===== src/rtl/axi_wr_arbiter.sv =====
// -----------------------------------------------------------------------------
// axi_wr_arbiter
//
// Purpose:
//   Round-robin arbiter that grants one of four requesters ownership of a single
//   AXI-style write data / write response channel for one burst of DATA_LEN
//   beats. The owner's 32-bit data slice is muxed onto M_WDATA while the burst
//   is in progress; the burst closes when the slave returns BVALID.
//
// Parameters:
//   DATA_LEN   beats per burst (1..256)
//   BRESP_TMO  write-response timeout in cycles (2..65535), used only when the
//              timeout build option is enabled
//
// Build option:
//   AXI_WR_ARB_BRESP_TMO_EN  when defined, a 16-bit RESP-phase timer aborts a
//                            burst whose response never arrives and pulses err.
//                            When undefined, RESP waits forever and err is 0.
//
// Ports:
//   clk        rising-edge clock
//   rst        asynchronous active-high reset
//   req        per-requester burst request (level)
//   req_data   requester i beat data on [32i+31:32i]
//   grant      one-hot channel owner, 0 when idle
//   beat_ack   per-requester accepted-beat pulse (owner bit only)
//   done       per-requester burst-complete pulse (owner bit only)
//   err        per-requester response-timeout pulse (owner bit only)
//   M_WDATA    write data to slave
//   M_WVALID   write data valid
//   M_WLAST    last beat of burst
//   S_WREADY   slave ready for write data
//   BVALID     slave write response valid
//   BREADY     ready for write response
//
// States:
//   state | meaning
//   IDLE  | no owner; arbitrate among req each cycle
//   DATA  | owner streaming DATA_LEN beats to the slave
//   RESP  | all beats sent; waiting for BVALID (or timeout)
// -----------------------------------------------------------------------------
module axi_wr_arbiter #(
    parameter int DATA_LEN  = 256,
    parameter int BRESP_TMO = 1024
) (
    input  logic         clk,
    input  logic         rst,
    input  logic [3:0]   req,
    input  logic [127:0] req_data,
    output logic [3:0]   grant,
    output logic [3:0]   beat_ack,
    output logic [3:0]   done,
    output logic [3:0]   err,
    output logic [31:0]  M_WDATA,
    output logic         M_WVALID,
    output logic         M_WLAST,
    input  logic         S_WREADY,
    input  logic         BVALID,
    output logic         BREADY
);

    // Elaboration-time guard on parameter ranges.
    if (DATA_LEN < 1 || DATA_LEN > 256) begin : g_bad_data_len
        $error("axi_wr_arbiter: DATA_LEN must be in 1..256");
    end
    if (BRESP_TMO < 2 || BRESP_TMO > 65535) begin : g_bad_bresp_tmo
        $error("axi_wr_arbiter: BRESP_TMO must be in 2..65535");
    end

    localparam logic [7:0] LP_LAST_CNT = 8'(DATA_LEN - 1);

    typedef enum logic [1:0] {
        ST_IDLE = 2'd0,
        ST_DATA = 2'd1,
        ST_RESP = 2'd2
    } state_t;

    state_t      r_state;
    logic [3:0]  r_grant;
    logic        r_wvalid;
    logic        r_bready;
    logic [7:0]  r_count;
    logic [1:0]  r_last;

    logic        w_found;
    logic [1:0]  w_winner_idx;
    logic [1:0]  w_try_idx;
    logic [1:0]  w_owner_idx;
    logic [31:0] w_owner_data;
    logic        w_xfer;
    logic        w_last_beat;
    logic        w_resp_ok;
    logic        w_resp_tmo;

    // Round-robin search: candidates in order last+1, last+2, last+3, last.
    // The 2-bit add wraps 3->0 naturally.
    always_comb begin
        w_found      = 1'b0;
        w_winner_idx = 2'd0;
        w_try_idx    = 2'd0;
        for (int k = 1; k <= 4; k++) begin
            w_try_idx = r_last + 2'(k);
            if (!w_found && req[w_try_idx]) begin
                w_found      = 1'b1;
                w_winner_idx = w_try_idx;
            end
        end
    end

    always_comb begin
        w_owner_idx = 2'd0;
        for (int k = 0; k < 4; k++) begin
            if (r_grant[k]) begin
                w_owner_idx = 2'(k);
            end
        end
    end

    always_comb begin
        case (w_owner_idx)
            2'd0:    w_owner_data = req_data[31:0];
            2'd1:    w_owner_data = req_data[63:32];
            2'd2:    w_owner_data = req_data[95:64];
            default: w_owner_data = req_data[127:96];
        endcase
    end

    assign w_xfer      = r_wvalid & S_WREADY;
    assign w_last_beat = (r_state == ST_DATA) && (r_count == LP_LAST_CNT);
    assign w_resp_ok   = (r_state == ST_RESP) && BVALID;

`ifdef AXI_WR_ARB_BRESP_TMO_EN
    localparam logic [15:0] LP_TMO_LAST = 16'(BRESP_TMO - 1);

    logic [15:0] r_tmo;

    // Held at zero outside RESP so it starts from zero on every RESP entry.
    always_ff @(posedge clk or posedge rst) begin
        if (rst) begin
            r_tmo <= 16'd0;
        end else if (r_state != ST_RESP) begin
            r_tmo <= 16'd0;
        end else begin
            r_tmo <= r_tmo + 16'd1;
        end
    end

    // A response arriving in the timeout cycle takes precedence.
    assign w_resp_tmo = (r_state == ST_RESP) && !BVALID && (r_tmo == LP_TMO_LAST);
`else
    assign w_resp_tmo = 1'b0;
`endif

    always_ff @(posedge clk or posedge rst) begin
        if (rst) begin
            r_state  <= ST_IDLE;
            r_grant  <= 4'b0000;
            r_wvalid <= 1'b0;
            r_bready <= 1'b0;
            r_count  <= 8'd0;
            r_last   <= 2'd3;
        end else begin
            case (r_state)
                ST_IDLE: begin
                    if (w_found) begin
                        r_grant  <= 4'b0001 << w_winner_idx;
                        r_wvalid <= 1'b1;
                        r_count  <= 8'd0;
                        r_state  <= ST_DATA;
                    end
                end
                ST_DATA: begin
                    // req is not consulted here: a started burst always runs to the end.
                    if (w_xfer) begin
                        r_count <= r_count + 8'd1;
                        if (w_last_beat) begin
                            r_wvalid <= 1'b0;
                            r_bready <= 1'b1;
                            r_state  <= ST_RESP;
                        end
                    end
                end
                ST_RESP: begin
                    if (w_resp_ok || w_resp_tmo) begin
                        r_bready <= 1'b0;
                        r_grant  <= 4'b0000;
                        r_last   <= w_owner_idx;
                        r_state  <= ST_IDLE;
                    end
                end
                default: begin
                    r_state <= ST_IDLE;
                end
            endcase
        end
    end

    assign grant    = r_grant;
    assign M_WVALID = r_wvalid;
    assign M_WLAST  = w_last_beat;
    assign BREADY   = r_bready;
    assign M_WDATA  = (r_state == ST_DATA) ? w_owner_data : 32'd0;
    assign beat_ack = w_xfer     ? r_grant : 4'b0000;
    assign done     = w_resp_ok  ? r_grant : 4'b0000;
    assign err      = w_resp_tmo ? r_grant : 4'b0000;

endmodule


===== config.mk =====
export PLATFORM = sky130hd
export DESIGN_NAME = axi_wr_arbiter
export DESIGN_NICKNAME = d
export VERILOG_FILES = /design/src/rtl/axi_wr_arbiter.sv
export SDC_FILE = /design/constraint.sdc
export NUM_CORES = 1
export LEC_CHECK = 0
export ABC_CLOCK_PERIOD_IN_PS = 1500
export CORE_MARGIN = 1.5
export CORE_UTILIZATION = 25
export DETAILED_ROUTE_END_ITERATION = 7
export PLACE_DENSITY = 0.72
export SYNTH_ARGS = -nofsm -noshare
export SYNTH_HDL_FRONTEND = slang
export SYNTH_SLANG_ARGS = --single-unit
export TNS_END_PERCENT = 10

===== constraint.sdc =====
create_clock -name clk -period 1.5 [get_ports clk]
set_input_delay 0.15 -clock clk [delete_from_list [all_inputs] [get_ports clk]]
set_output_delay 0.15 -clock clk [all_outputs]
set_load 0.02 [all_outputs]

Word-level counts from Yosys, hierarchy flattened
Index checks and enable logic that the tools add are counted.
{ "op_classes": {"bitwise_logic": 1, "reduce_logical": 19, "n_addsub": 4, "muxes": 42, "shifts": 1, "order_cmp": 4, "n_eq_ne": 9} }
{ "ops": {"columns": ["cell", "count"], "rows": [
  ["$pmux 32 s3", 1],
  ["$mux 32", 1],
  ["$mux 2", 10],
  ["$mux 4", 4],
  ["$mux 8", 2],
  ["$pmux 8 s2", 1],
  ["$mux 1", 15],
  ["$lt 2x3->1 const B", 4],
  ["$reduce_and 4->1", 3],
  ["$add 8x1->8 const B", 1],
  ["$bmux 1 s2", 4],
  ["$eq 8x8->1 const B", 1],
  ["$ne 2x2->1 const B", 4],
  ["$pmux 4 s2", 1],
  ["$pmux 2 s3", 1],
  ["$reduce_and 3->1", 2],
  ["$reduce_bool 2->1", 3],
  ["$logic_and 1x1->1", 5],
  ["$add 2x2->2 const B", 2],
  ["$eq 2x1->1 const B", 2],
  ["$eq 2x2->1 const B", 2],
  ["$logic_not 2->1", 2],
  ["$pmux 1 s2", 2],
  ["$shl 1x2->4 const A", 1],
  ["4 further kinds", 6]
]} }
{ "word_totals": {"input_bits": 136, "word_cells": 86, "register_bits": 18, "output_inout_bits": 51} }

Logic depth before layout (Yosys ltp)
Gate-level depths: netlist (run 1).
{ "depth": {"depth_word": 16, "mapped_depth": 6, "mapped_depth_nobuf": 5} }

Least setup slack after synthesis (run 1)
Ideal clock, no wire load.
{ "synth_path": {"path_kind": "flip-flop to output port", "start": "reg r_grant[2] (netlist: grant[2])", "end": "out M_WDATA[14]", "path_buffers": 2, "t_arrival_ns": 1.449, "path_slack_ns": -0.099, "path_stages_with_launch": 7, "path_cell_list": "dfrtp_1 > buf_2 > clkbuf_1 > nand2_1 > o21ai_0 > mux2i_1 > nor2_1"} }
{ "synth_between": {"elab_chain_cells": 5} }
{ "synth_rtl": {"columns": ["item", "line_no", "rtl"], "rows": [
  ["from (decl)", "79", "logic [3:0] r_grant;"],
  ["from (signal assigned)", "166", "r_grant <= 4'b0001 << w_winner_idx;"],
  ["$mux 2 * (2 in a row)", "113", "if (r_grant[k]) begin"],
  ["$eq 2x2->1 (tied with other cells)", "120", "case (w_owner_idx)"],
  ["$pmux 32 s3 *", "120", null],
  ["$mux 32 *", "202", "assign M_WDATA = (r_state == ST_DATA) ? w_owner_data : 32'd0;"],
  ["to (decl)", "54", "output logic [31:0] M_WDATA,"]
]} }
Mark *: on every way between the ends. The rest lies on a longest branch, timed or not.

Worst setup path after layout (run 1)
{ "layout_path": {"start": "reg r_grant[1] (netlist: grant[1])", "end": "out M_WDATA[0]"} }
{ "layout_between": {"elab_chain_cells": 6} }
{ "layout_rtl": {"columns": ["item", "line_no"], "rows": [
  ["$mux 1 *", "113"],
  ["$mux 2 * (2 in a row)", "113"],
  ["$eq 2x2->1 (tied with other cells)", "120"],
  ["$pmux 32 s3 *", "120"],
  ["$mux 32 *", "202"]
]} }
Marks and branches as above.

==> impl.org, run 1 <==
** Timing
- Max frequency :: 571 MHz
- Final hold analysis gives a worst-case slack of 0.167 ns.
- Number of failing hold endpoints at the final stage :: 0
- Setup skew after layout :: 0.00370 ns
- Subtracting the final worst setup slack from the clock period gives 1.75 ns.
- Total setup violations reported at the end of the flow :: 32
- Setup total negative slack on the finished layout was measured at -6.19 ns.
- Final worst setup slack :: -0.250 ns
- Unrepaired setup endpoints after global routing :: yes
- Total count of max-transition violations in the final report :: 0
- Of the available clock period, the critical path in the final layout requires 117%.

** Routing
- DRC viols :: 0
- Antenna Nets Post-Route :: 0
- Dividing the detail-routed wire length by the instance count gives 15.6 microns.
- The first routing iteration left 47 violations.
- The routed design has 9380 microns of wire.
- 1st-pass router iterations :: 4
- The routed layout has 2865 vias.
- After detailed routing, the number of vias per cell comes to 4.78.

** Synth
- Instance count of the mapped netlist :: 288
- The synthesized design contains 18 register bits.
- Post-synthesis sequential area ratio :: 21.0%
- Number of synthesis warnings :: 0
- Post-synthesis cell type count :: 39
- Synth Area per Inst :: 7.49 sq um
- Cell taking the most area after synthesis :: sky130_fd_sc_hd__mux2i_1
- The top cell type by area accounts for 30.6% of the synthesized area.
- Cell types with the largest area share after synthesis :: sky130_fd_sc_hd__mux2i_1 (31%), sky130_fd_sc_hd__dfrtp_1 (19%), sky130_fd_sc_hd__o21ai_0 (8.8%)
- Total standard cell area after synthesis :: 2160 sq um

** Critical path
- Startpoint of the worst setup timing path :: grant[1]
- STA classifies the critical path endpoint as an output port.
- Startpoint kind of the worst setup timing path :: flop
- Measured in cells, the most critical reg-to-reg path has a length of 5.
- The endpoint identified for the worst register-to-register timing path is grant[3].
- Reg-to-Reg Start :: r_state[1]
- By startpoint and endpoint, the worst setup path is classified as flop to output port.
- The largest single stage delay on the critical path is 0.47 ns.
- Endpoint arrival time on the critical path :: 1.60 ns
- Counting stages on the worst path, the most repeated cell is sky130_fd_sc_hd__mux2i_1.
- CP max-delay cell :: sky130_fd_sc_hd__dfrtp_2
- Required time of the critical path :: 1.35 ns
- In this run the worst path has a maximum fanout of 10.
- Setup crit end :: M_WDATA[0]
- Worst R2R Setup Slack :: 0.05 ns
- Worst-path cell chain :: buf_6, mux2i_1, o21ai_0, mux2i_1, nor2_1, buf_4

** Flow run
- Count of maximum capacitance violations :: 0

** Place
- Cell area after placement :: 4400 sq um
- Port buffering added 182 buffers.
- Global placement routability congestion :: 0.850
- Once placement completed, the tool counted placed cells totaling 594.
- Summed over all nets, the half-perimeter wirelength after detailed placement is 7550 microns.

** Layout
- Share of final-layout standard cells stronger than drive strength 1 :: 25.1%
- In the final design database the tool counted 633 nets.
- Post-route insts no fill :: 600
- From synthesis to final layout, the design area changed by 107%.
- Post-route cell area :: 4450 sq um
- Number of antenna diodes :: 0

** Floorplanning
- 187 I/O pins were placed.
- The floorplan step set the die width to 95.9 microns.
- The initial utilization of the core area, before any placement, comes to 26.0%.
- Row Count :: 33
- Full die area :: 9190 sq um
- The die is 95.9 microns tall.
- Area inside the core boundary :: 8300 sq um

** Clocking
- Clock latency reported for the late side of the worst-skew pair :: 0.25 ns
- Clock-pin slew was measured on the worst setup and hold paths at 0.07 ns.
- In this run the number of H-tree levels came out at 1.
- Clk sinks :: 18
- In this run the clock root is driven by a sky130_fd_sc_hd__clkbuf_8.
- Counting the buffers created by CTS gives 3.
- Clock tree from TritonCTS :: built
- In this run the deepest clock path goes through 2 buffers.
- Hold-fix buffer count after cts :: 0
- Once the clock tree was built, the setup fixing pass inserted 0 buffers.

** Min path
- Hold crit path type :: primary input to asynchronous set/reset pin

** Power
- For this design the static power due to leakage is 0.00190 uW.
- PD cells :: 990 nW/um^2
- The completed layout was analyzed and its total power is 4410 uW.
- VDD sags by at most 404 uV.

** Global routing
- GR peak layer :: met2
- First-pass GRT wire length :: 13100 microns
- The via count of the first global-routing pass was 2714.
- For this run, global-route usage on met2 was measured as 34.1%.
- Leftover overflow at the end of global routing :: 0
- Maximum number of pins on one net before global-route repair :: 36
- Global-route total usage across every layer :: 18.0%
- Met3 demand-to-capacity share in global routing :: 3.00%
- Antenna violations before repair :: 0
- For this run, global-route usage on met1 was measured as 21.1%.

** Status
- The checks that failed: negative setup slack.
- Run status :: finished, violations left
-- cell type report --
cell class	instances	area (sq um)
clock buffers	4	55.1
multi-input cells	245	1640
well taps	105	131
inverters	3	11.3
repair buffers	225	2160
flip-flops and latches	18	458
fillers	780	3850
-- worst max-delay path, delay by kind of cell, from the launching register on --
kind / cells / cell delay [ns]
AOI/OAI and AO/OA: 1 / 0.09
muxes: 2 / 0.37
and+or+nand+nor: 1 / 0.07
DFF: 1 / 0.47
buffers and inverters: 2 / 0.35
-- what timing repair did --
action                     4_1_cts  5_1_grt
gates cloned                     0        2
pin swaps                        0        3
gates resized for setup        184       53
setup endpoints to repair       47       47
-- synthesized netlist by cell type --
library cell / number
sky130_fd_sc_hd__clkbuf_1: 6
sky130_fd_sc_hd__and2_1: 3
sky130_fd_sc_hd__buf_2: 9
sky130_fd_sc_hd__a31o_1: 1
sky130_fd_sc_hd__buf_6: 2
sky130_fd_sc_hd__nand2_1: 44
sky130_fd_sc_hd__nand4_1: 3
sky130_fd_sc_hd__and3_1: 5
sky130_fd_sc_hd__dfstp_2: 2
sky130_fd_sc_hd__o221ai_1: 1
sky130_fd_sc_hd__a31oi_1: 2
sky130_fd_sc_hd__and4b_2: 1
sky130_fd_sc_hd__a211o_2: 1
sky130_fd_sc_hd__nand4b_2: 1
sky130_fd_sc_hd__buf_4: 8
sky130_fd_sc_hd__a211oi_1: 1
sky130_fd_sc_hd__o32ai_1: 1
sky130_fd_sc_hd__conb_1: 1
sky130_fd_sc_hd__nor2b_1: 1
sky130_fd_sc_hd__ha_1: 1
sky130_fd_sc_hd__or3_1: 1
sky130_fd_sc_hd__nor2_2: 1
sky130_fd_sc_hd__o31ai_1: 1
sky130_fd_sc_hd__a32o_1: 1
sky130_fd_sc_hd__mux2i_1: 66
sky130_fd_sc_hd__a21oi_1: 3
sky130_fd_sc_hd__o21ai_0: 38
sky130_fd_sc_hd__nand3_1: 3
sky130_fd_sc_hd__inv_1: 3
sky130_fd_sc_hd__nand3b_1: 1
sky130_fd_sc_hd__nor2_1: 43
sky130_fd_sc_hd__nand2b_1: 5
sky130_fd_sc_hd__xnor2_1: 2
sky130_fd_sc_hd__nand2b_4: 1
sky130_fd_sc_hd__a21o_1: 1
sky130_fd_sc_hd__or2_1: 1
sky130_fd_sc_hd__nor3_1: 4
sky130_fd_sc_hd__dfrtp_1: 16
sky130_fd_sc_hd__xor2_1: 3
-- kinds of logic (layout without fill, tap and decap cells) --
group | count (synthesis) | after routing | share of synthesized area [%]
mux | 66 | 66 | 30.6
xor+xnor | 5 | 5 | 2.03
fa+ha+maj | 1 | 1 | 0.580
compound gates | 51 | 51 | 13.3
simple gates | 118 | 118 | 24.8
other cells | 1 | 4 | 0.174
buf+inv | 28 | 232 | 7.49
flops | 18 | 18 | 21.0
-- worst min path at each step --
stage,cells after the start,endpoint
floorplan,1,BREADY
global placement,2,r_count[2]
detailed placement,2,r_count[2]
CTS,2,r_count[2]
global route,2,r_count[2]
finish,2,r_count[2]
-- registers in the layout (all words and copies together), names as in the netlist --
name	flops
r_state	2
BREADY	1
r_count	8
grant	4
r_last	2
M_WVALID	1
-- power by group --
group,total [uW],internal (uW),switching (uW)
Combinational,3370,1680,1680
Sequential,651,565,85.3
Clock,394,233,160
Total,4410,2480,1930
-- cells in the final DEF, fill, tap and decap left out, types with 3 or more instances in the layout --
cell type,synthesis,layout
sky130_fd_sc_hd__clkbuf_8,0,4
sky130_fd_sc_hd__dfrtp_2,0,4
sky130_fd_sc_hd__o21ai_1,0,23
sky130_fd_sc_hd__buf_12,0,5
sky130_fd_sc_hd__o21ai_0,38,15
sky130_fd_sc_hd__clkdlybuf4s50_1,0,135
sky130_fd_sc_hd__dlygate4sd2_1,0,6
sky130_fd_sc_hd__mux2i_1,66,65
sky130_fd_sc_hd__nor2_1,43,24
sky130_fd_sc_hd__dfrtp_1,16,12
sky130_fd_sc_hd__nor2_2,1,20
sky130_fd_sc_hd__conb_1,1,4
sky130_fd_sc_hd__buf_6,2,13
sky130_fd_sc_hd__and3_1,5,5
sky130_fd_sc_hd__xor2_1,3,3
sky130_fd_sc_hd__nand4_1,3,3
sky130_fd_sc_hd__buf_2,9,9
sky130_fd_sc_hd__nand2_1,44,44
sky130_fd_sc_hd__buf_4,8,52
sky130_fd_sc_hd__nand2b_1,5,4
sky130_fd_sc_hd__a21oi_1,3,3
sky130_fd_sc_hd__inv_1,3,3
sky130_fd_sc_hd__nand3_1,3,3
-- stage by stage --
step           worst slack, ns  utilization [%]
2_1_floorplan          -0.0693                -
5_1_grt                 -0.319             53.7
4_1_cts                 -0.344             52.1
6_report                -0.250             53.7
3_3_place_gp            -0.367             53.0
3_5_place_dp            -0.401             53.0
-- routing by layer --
| metal | routed length (microns) | vias to the layer above | part of all wire [%] |
|---|---|---|---|
| met5 | 0 | - | 0 |
| met4 | 139 | 0 | 1.5 |
| met3 | 777 | 14 | 8.3 |
| met2 | 4770 | 129 | 51 |
| met1 | 3690 | 1310 | 39 |
| li1 | - | 1412 | - |
(Power assumes the default switching activity.)
==> inputs of run 2 (changes only) <==
- CORE_ASPECT_RATIO: default -> 1.2
- GPL_ROUTABILITY_DRIVEN: default -> 1
- HOLD_SLACK_MARGIN: default -> 0.06
==> impl.org, run 2 (synthesized netlist as in run 1, its figures left out) <==
** Place
- Post-detail-place hpwl :: 7900 microns
- Port buffering added 182 buffers.
- Pre-CTS setup slack :: -0.350 ns
- Number of cells in the design after placement :: 599
- The placed instances occupy a cell area of 4410 sq um.
- Global placement routability congestion :: 0.879

** Layout
- The finished cells cover 4520 sq um.
- Cells with a size suffix above 1 make up 24.9% of the layout.
- The register with the most flip-flops in the layout has 8 of them.
- Layout overhead on the synthesized area :: 109%
- Leaving out fill and tap cells, the most frequent cells in the layout are sky130_fd_sc_hd__clkdlybuf4s50_1 (138), sky130_fd_sc_hd__mux2i_1 (66), sky130_fd_sc_hd__nand2_1 (44), sky130_fd_sc_hd__buf_4 (44), sky130_fd_sc_hd__o21ai_1 (28).
- Leaving out filler cells and counting taps, the final layout contains 609.
- NumNets Final :: 632
- Most common cell after layout, fill and taps aside :: sky130_fd_sc_hd__clkdlybuf4s50_1
- Ranked by flip-flop count, first place goes to r_count.

** Global routing
- Global routing finished with a remaining overflow of 0.
- Entering global routing, the biggest net connects 33 pins.
- Global-route total usage across every layer :: 20.6%
- First-pass GRT wire length :: 14800 microns
- Antenna violations before repair :: 1
- The via count of the first global-routing pass is 2750.

** Routing
- The detail route stage leaves a number of antenna-violating nets equal to 0.
- Routed length on met2 :: 5180 microns
- Routed length on met1 :: 3900 microns
- In this run the top signal layer used is met4.
- DRC viols :: 0
- Via count :: 2870
- 1st-pass router iterations :: 6
- In the detailed route, the total length drawn on met3 is 734 microns.
- In this run, the number of DRC markers left after iteration 0 of detailed routing was 80.
- Dividing the detail-routed wire length by the instance count gives 16.5 microns.
- Summed over all layers, the routed wires come to 10000 microns.
- Dividing the detail-routed via count by the number of cells gives 4.71.

** Critical path
- At the worst endpoint, the required time is 1.35 ns.
- The critical path contains buffers and inverters numbering 3 combined.
- The setup path with the least slack is of type flop to output port.
- In this design, the largest share of critical-path delay is due to flip-flops.
- Among all stages on the critical path, the largest delay is contributed by sky130_fd_sc_hd__dfrtp_2.
- Maximum fanout count along the critical path :: 5
- Crit-path max cell delay :: 0.47 ns
- STA classifies the critical path endpoint as an output port.
- The worst setup path is launched from a flop.
- For the worst setup path, the data arrival time is 1.69 ns.
- Walking the worst path, the cells encountered are buf_6, buf_16, mux2i_1, o21ai_1, mux2i_1, nor2_2, buf_6.

** Power
- For this design the ratio of total power to cell area is 1010 nW/um^2.
- Summed over all cells, the static leakage comes to 0.00190 uW.
- Summing internal, switching and leakage power gives 4580 uW.
- VDD sags by at most 611 uV.

** Floorplanning
- The floorplan step defined a die boundary enclosing 9190 sq um.
- Chip Width :: 87.8 microns
- During I/O placement, the number of pins put on the boundary was 187.
- The initial utilization of the core area, before any placement, comes to 26.2%.
- The floorplan has 36 rows.
- The floorplan step set the die height to 105 microns.
- Area inside the core boundary :: 8240 sq um

** Clocking
- Clk sinks :: 18
- Clock latency reported for the late side of the worst-skew pair :: 0.25 ns
- Worst-path clk slew :: 0.07 ns
- Number of buffers inserted during clock tree synthesis :: 3
- Clock tree from TritonCTS :: built
- Hold-fix buffer count after cts :: 0
- CTS H-tree depth :: 1
- The clock passes through at most 2 buffers.
- The root buffer cell chosen for the clock tree is sky130_fd_sc_hd__clkbuf_8.

** Timing
- Period Utilization, post-route :: 123%
- Between clock sinks in the finished design, the worst skew comes to 0.00561 ns.
- Max frequency :: 544 MHz
- After layout, the worst setup slack is -0.338 ns.
- Total count of max-transition violations in the final report :: 0
- Post-Route Setup TNS :: -5.88 ns
- Number of failing hold endpoints at the final stage :: 0
- Setup repair after global routing could not meet its margin everywhere.
- Setup violations remaining at the end of the flow were counted as 34.
- After layout, the minimum clock period comes to 1.84 ns.

** Status
- Violated checks :: negative setup slack
- The flow ran to the end, but the final reports show violations.

** Min path
- The min-delay analysis places its worst path in the category primary input to asynchronous set/reset pin.

** Flow run
- The tool flagged a number of max-cap violations equal to 0.
run 2: power by group:
part	total, uW	switching, uW	internal, uW
combinational	3540	1730	1810
sequential	655	88.2	566
clock	393	160	233
total	4580	1980	2610
run 2: area by class of cell:
type | instances | area, sq um
Inverter | 3 | 11.3
Timing Repair Buffer | 224 | 2200
Multi-Input combinational cell | 245 | 1640
Antenna cell | 1 | 2.50
Clock buffer | 4 | 55.1
Tap cell | 114 | 143
Sequential cell | 18 | 458
Fill cell | 797 | 3730
run 2: per-layer routing:
layer  track usage (%)  up-vias
met2              37.7      112
li1                  -     1411
met5                 0        -
met1              24.3     1333
met3              3.32       14
met4              4.88        0
run 2: timing repair:
action	4_1_cts	5_1_grt
resized for setup	233	21
pin swaps	2	6
gates cloned	4	0
setup endpoints to repair	45	44
buffers inserted	3	0
run 2: worst reg2reg max path, cell delays in order, from the launching register on:
cell and delay (ns):
sky130_fd_sc_hd__dfstp_2 0.59, sky130_fd_sc_hd__mux2i_1 0.20, sky130_fd_sc_hd__o221ai_1 0.15, sky130_fd_sc_hd__buf_4 0.18, sky130_fd_sc_hd__a32o_1 0.21
run 2: per-stage QoR:
stage	hold WS, ns	util [%]
finish	0.211	54.8
global route	0.257	54.8
CTS	0.219	55.1
detailed placement	0.468	53.4
global placement	0.475	53.4
floorplan	0.0871	-
run 2: path summary, 6_finish.rpt:
| check | start | end | slack, ns | depth (start not counted) |
|---|---|---|---|---|
| min in group clk | BREADY | BREADY | 0.50 | 2 |
| setup / recovery | grant[1] | M_WDATA[11] | -0.34 | 7 |
| hold reg to reg | BREADY | BREADY | 0.50 | 2 |
| hold / removal | rst | r_count[6] | 0.21 | 3 |
| setup reg to reg | r_last[1] | grant[1] | 0.06 | 4 |
| max in group asynchronous | rst | r_last[1] | 1.03 | 3 |
